[src/rtl/product_accumulator_pkg.sv]
// Shared definitions for the multiply-accumulate datapath: FSM states and
// accumulator width sizing.
package product_accumulator_pkg;

    typedef enum logic {
        ACCUM = 1'b0,
        DONE  = 1'b1
    } acc_state_t;

    // Wide enough that K products of two N-bit operands can never overflow.
    function automatic int acc_width(input int n, input int k);
        return 2 * n + $clog2(k);
    endfunction

endpackage

[src/rtl/product_accumulator_beat_counter.sv]
// Counts accepted beats within a group; wraps to zero after the K-th beat and
// flags the last beat of the group.
module beat_counter #(
    parameter int K     = 4,
    parameter int CNT_W = $clog2(K)
) (
    input  logic             i_clk,
    input  logic             i_rst,
    input  logic             i_clr,
    input  logic             i_inc,
    output logic [CNT_W-1:0] o_cnt,
    output logic             o_term
);

    localparam logic [CNT_W-1:0] LAST = CNT_W'(K - 1);

    logic [CNT_W-1:0] r_cnt;
    logic             w_term;

    assign w_term = (r_cnt == LAST);

    always_ff @(posedge i_clk) begin
        if (i_rst || i_clr) begin
            r_cnt <= '0;
        end else if (i_inc) begin
            r_cnt <= w_term ? '0 : r_cnt + 1'b1;
        end
    end

    assign o_cnt  = r_cnt;
    assign o_term = w_term;

endmodule

[src/rtl/product_accumulator.sv]
// Accumulate half of the MAC datapath: sums K consecutive unsigned products
// and offers each finished sum on a valid/ready output handshake.
module product_accumulator
    import product_accumulator_pkg::*;
#(
    parameter int N     = 4,
    parameter int K     = 4,
    parameter int ACC_W = acc_width(N, K)
) (
    input  logic             i_clk,
    input  logic             i_rst,
    input  logic             i_clr,
    input  logic             i_in_valid,
    output logic             o_in_ready,
    input  logic [2*N-1:0]   i_prod,
    output logic             o_out_valid,
    input  logic             i_out_ready,
    output logic [ACC_W-1:0] o_acc_out
);

    localparam int CNT_W = $clog2(K);

    acc_state_t       r_state, w_state_nxt;
    logic [ACC_W-1:0] r_acc;
    logic [CNT_W-1:0] w_cnt;
    logic             w_term;
    logic             w_accept;
    logic [ACC_W-1:0] w_prod_ext;

    assign o_in_ready = (r_state == ACCUM) && !i_clr;
    assign w_accept   = i_in_valid && o_in_ready;
    assign w_prod_ext = ACC_W'(i_prod);

    beat_counter #(.K(K), .CNT_W(CNT_W)) u_beat_counter (
        .i_clk  (i_clk),
        .i_rst  (i_rst),
        .i_clr  (i_clr),
        .i_inc  (w_accept),
        .o_cnt  (w_cnt),
        .o_term (w_term)
    );

    always_ff @(posedge i_clk) begin
        if (i_rst) begin
            r_state <= ACCUM;
        end else begin
            r_state <= w_state_nxt;
        end
    end

    always_comb begin
        w_state_nxt = r_state;
        if (i_clr) begin
            w_state_nxt = ACCUM;
        end else begin
            case (r_state)
                ACCUM: if (w_accept && w_term) w_state_nxt = DONE;
                DONE:  if (i_out_ready)        w_state_nxt = ACCUM;
                default:                       w_state_nxt = ACCUM;
            endcase
        end
    end

    // First beat of a group loads rather than adds, so no separate clear of
    // the previous result is needed.
    always_ff @(posedge i_clk) begin
        if (i_rst) begin
            r_acc <= '0;
        end else if (w_accept) begin
            r_acc <= (w_cnt == '0) ? w_prod_ext : r_acc + w_prod_ext;
        end
    end

    assign o_out_valid = (r_state == DONE);
    assign o_acc_out   = r_acc;

endmodule

[config.mk]
export PLATFORM = sky130hd
export DESIGN_NAME = product_accumulator
export DESIGN_NICKNAME = d
export VERILOG_FILES = /design/src/rtl/product_accumulator_pkg.sv /design/src/rtl/product_accumulator_beat_counter.sv /design/src/rtl/product_accumulator.sv
export SDC_FILE = /design/constraint.sdc
export NUM_CORES = 1
export LEC_CHECK = 0
export CORE_UTILIZATION = 50
export DETAILED_ROUTE_END_ITERATION = 8
export PLACE_DENSITY = 0.83
export SYNTH_ARGS = -nofsm -noshare
export SYNTH_HDL_FRONTEND = slang
export SYNTH_SLANG_ARGS = --single-unit
[constraint.sdc]
create_clock -name i_clk -period 6.1 [get_ports i_clk]
set_clock_uncertainty 0.2 [all_clocks]
set_input_delay 1.525 -clock i_clk [delete_from_list [all_inputs] [get_ports i_clk]]
set_output_delay 1.525 -clock i_clk [all_outputs]
set_load 0.05 [all_outputs]
==> results.md <==
* Status: complete, no violations
* Filler cells at about 150
* Stages on worst setup path at 3
* Peak supply drop at about 0.12 mV
* Total Power Consumption at 220 µW
* Category of cells accounting for the largest share of critical-path delay: buffers and inverters
* Global route overflow at 0
* Bufs on Longest Clock Path at 2
* Area enclosed by the die boundary at 0.00200 mm²
* Mean cell area of the mapped netlist at 8.37 µm²
* Sequential cell area at 260 µm²
* Antenna-violating nets left at 0
* Startpoint class of the critical path: input port
* Unrepaired setup endpoints after global routing: false
* Cell at the slowest stage of the critical path: clkdlybuf4s50_1
* Final #Nets at 158
* DRC Markers at 0
* Crit path buf inv count at 2
* Start point of the critical path: i_clr
* Max-cap violation count at 0
* Initial antenna violation count at 0
* Chip Height at 44.7 µm
* Placed cells at 154
* Type of element capturing the critical path: primary output
* Endpoint of the worst setup timing path: o_in_ready
* Max-Slew Margin vs Limit at 0.648
* Count of final setup violators at 0
* Cell types with the largest area share after synthesis: dfxtp_1 29%, ha_1 14%, a21oi_1 7.1%
* Post-DP HPWL at 1600 µm
* Area Growth Syn to Fin at 30.9%
* Count of endpoints failing hold in the final timing report at 0
* Final count of pins violating max slew at 0
* Fraction of layout cells with a size suffix above 1 at 0.0677
* Biggest area consumer among synthesized cells: dfxtp_1
* Maximum level of the CTS H-tree at 1
* Most common cell type on the critical path: clkdlybuf4s50_1
* TritonCTS buffer count at 3
* Pin count of the biggest net entering global routing at 15
* Initial core utilization at 0.528
* Flip-flop and latch count after synthesis at 13
* Post-CTS sizing at 0
* Total track usage at 0.241
* Slack of the worst reg-to-reg path at 3920 ps
* Detail-routed net length per standard cell at 13.6 µm
* Data arrival time of the critical path at about 3000 ps
* Vias per cell at a little under 6
* Worst setup path class: in2out
* Global-route wire length before repair at between 3000 and 4000 µm
* Number of primary I/O pins at 25
* Most frequent cells in the layout: 24 x clkdlybuf4s50_1, 13 x a21oi_1, 13 x dfxtp_1, 10 x ha_1, 9 x nand2_1
* Quantity of I/O buffers inserted on ports at 24
* Post-synthesis instance total at 109
* Number of cells on the worst reg-to-reg path at 7
* Via count of the first global-routing pass at 812
* Pwr/cell area at 185 mW/mm²
* Number of clock sinks at 13
* Filler-free cell count of the finished design at 158
* Slew @ Worst Pin at 526 ps
* Later-pin clock latency in the skew report at 290 ps
* TritonCTS clock tree: done
* Share of the clock period used by the worst path at 0.776
* Kind of path behind the tightest hold check: reg2reg
* Final WL at 2150 µm
* Horizontal die dimension at 44.7 µm
* Hold-fix buffers, CTS at 0
* Antenna cells at 0
* Violation count after the first detailed-route iteration at 10
* Area occupied by multi-input gates at 624 µm²
* Chain of cells forming the critical path: clkdlybuf4s50_1, nor2_1, clkdlybuf4s50_1
* Register clock-pin slew on the reported worst setup and hold paths at 80 ps
* Startpoint of the worst register-to-register path: o_acc_out[0]$_SDFFE_PP0P_
* Post-synthesis sequential area ratio at 0.285
* Detailed Routing Iterations Pass 1 at 4
* Num rows at 15
* Via total after detailed routing at 928
* Yosys top cell area share at 0.285
* Number of unique standard cell types used by synthesis at 36
* Core region area at 0.00173 mm²
* Largest stage delay on the critical path at 840 ps
* Critical Path RT at roughly 4400 ps
* Warnings, synthesis at 0
* Total standard cell area after synthesis at 912 µm²
* Post-Synthesis Net Count at 133
* Hold depth at 2
* FMAX at 211 MHz
* Number of buffers inserted to repair setup after CTS at 0
* Critical path fanouts, max at 4
* Crit path time final at 4730 ps
* Setup TNS at 0 ps
* Standby leakage power at 0.471 nW
* Reg-to-reg critical path endpoint: o_acc_out[6]$_SDFFE_PP0P_
* Clock root cell: clkbuf_4
* Most common library cell in the layout ignoring fill and taps: clkdlybuf4s50_1
* GP Congestion at a little over 0.8
## how the worst min path moves through the flow
stage	startpoint	end
after floorplan	u_beat_counter.o_cnt[0]$_SDFFE_PP0P_	u_beat_counter.o_cnt[0]$_SDFFE_PP0P_
after global placement	o_acc_out[2]$_SDFFE_PP0P_	o_acc_out[2]$_SDFFE_PP0P_
after detailed placement	o_acc_out[2]$_SDFFE_PP0P_	o_acc_out[2]$_SDFFE_PP0P_
after CTS	o_acc_out[2]$_SDFFE_PP0P_	o_acc_out[2]$_SDFFE_PP0P_
after global routing	o_acc_out[2]$_SDFFE_PP0P_	o_acc_out[2]$_SDFFE_PP0P_
final	o_acc_out[2]$_SDFFE_PP0P_	o_acc_out[2]$_SDFFE_PP0P_
## synthesized netlist by cell type
library cell  number
or3_2              1
mux2i_1            2
and2_1             1
nand3_1            2
o22ai_1            2
nand2_1            9
a211oi_1           6
and3_1             2
a311oi_1           2
a21oi_1           13
clkbuf_1           3
xnor2_1            3
or4_1              1
nand2b_1           1
ha_1              10
a31oi_1            1
and4_1             1
a2111o_1           1
and3_2             1
xor2_1             1
inv_1              3
or3_1              1
mux2_2             1
o21ai_2            1
o31ai_1            1
nor2_1             8
nor3_1             4
a21o_1             2
o211ai_1           2
o21ai_0            5
nand4_1            1
a21oi_2            1
fa_1               1
o211ai_2           1
buf_2              1
dfxtp_1           13
## registers in the layout, indices dropped and copies added, names as in the netlist
| signal | flops |
|---|---|
| o_out_valid | 1 |
| o_acc_out | 10 |
| u_beat_counter.o_cnt | 2 |
## where the power goes
part / total [mW] / switching (mW) / internal, mW
combinational: 0.0705 / 0.0407 / 0.0299
sequential: 0.0916 / 0.00311 / 0.0885
clock: 0.0583 / 0.0328 / 0.0255
total: 0.220 / 0.0766 / 0.144
## kinds of logic (layout without fill, tap and decap cells)
kind of cell | count (synthesis) | in the layout | share of synthesized area
XOR/XNOR | 4 | 4 | 0.0384
multiplexers | 3 | 3 | 0.0343
adder cells (fa/ha/maj) | 11 | 11 | 0.159
AND/OR/NAND/NOR | 33 | 33 | 0.178
flip-flops | 13 | 13 | 0.285
buffers and inverters | 7 | 31 | 0.0302
AO/OA/AOI/OAI | 38 | 38 | 0.274
## tightest hold or removal path: stages (launching register included)
cell     delay, ps
dfxtp_1        330
nand2_1         60
a21oi_1         50
## final cells by class
class,count,share of cell area
inverter,3,0.00943
clock buffer,4,0.0220
sequential,13,0.218
multi-input combinational,89,0.523
timing repair buffer,24,0.201
tap,25,0.0262
## metrics by stage
| step | utilization | hold slack (ps) | cell area [µm²] | setup WS [ps] |
|---|---|---|---|---|
| after floorplan | - | 320 | 912 | 2160 |
| after global placement | 0.676 | 269 | 1170 | 1420 |
| after detailed placement | 0.676 | 270 | 1170 | 1360 |
| after CTS | 0.691 | 283 | 1190 | 1370 |
| after global routing | 0.691 | 305 | 1190 | 1320 |
| final | 0.691 | 279 | 1190 | 1370 |
## metal layers
layer / track usage / share of wire / up-vias
li1: - / - / 460
met1: 0.305 / 0.47 / 440
met2: 0.374 / 0.48 / 23
met3: 0.0600 / 0.034 / 5
met4: 0.139 / 0.020 / 0
met5: 0 / 0 / -
Power figures use the tool's default switching activity.
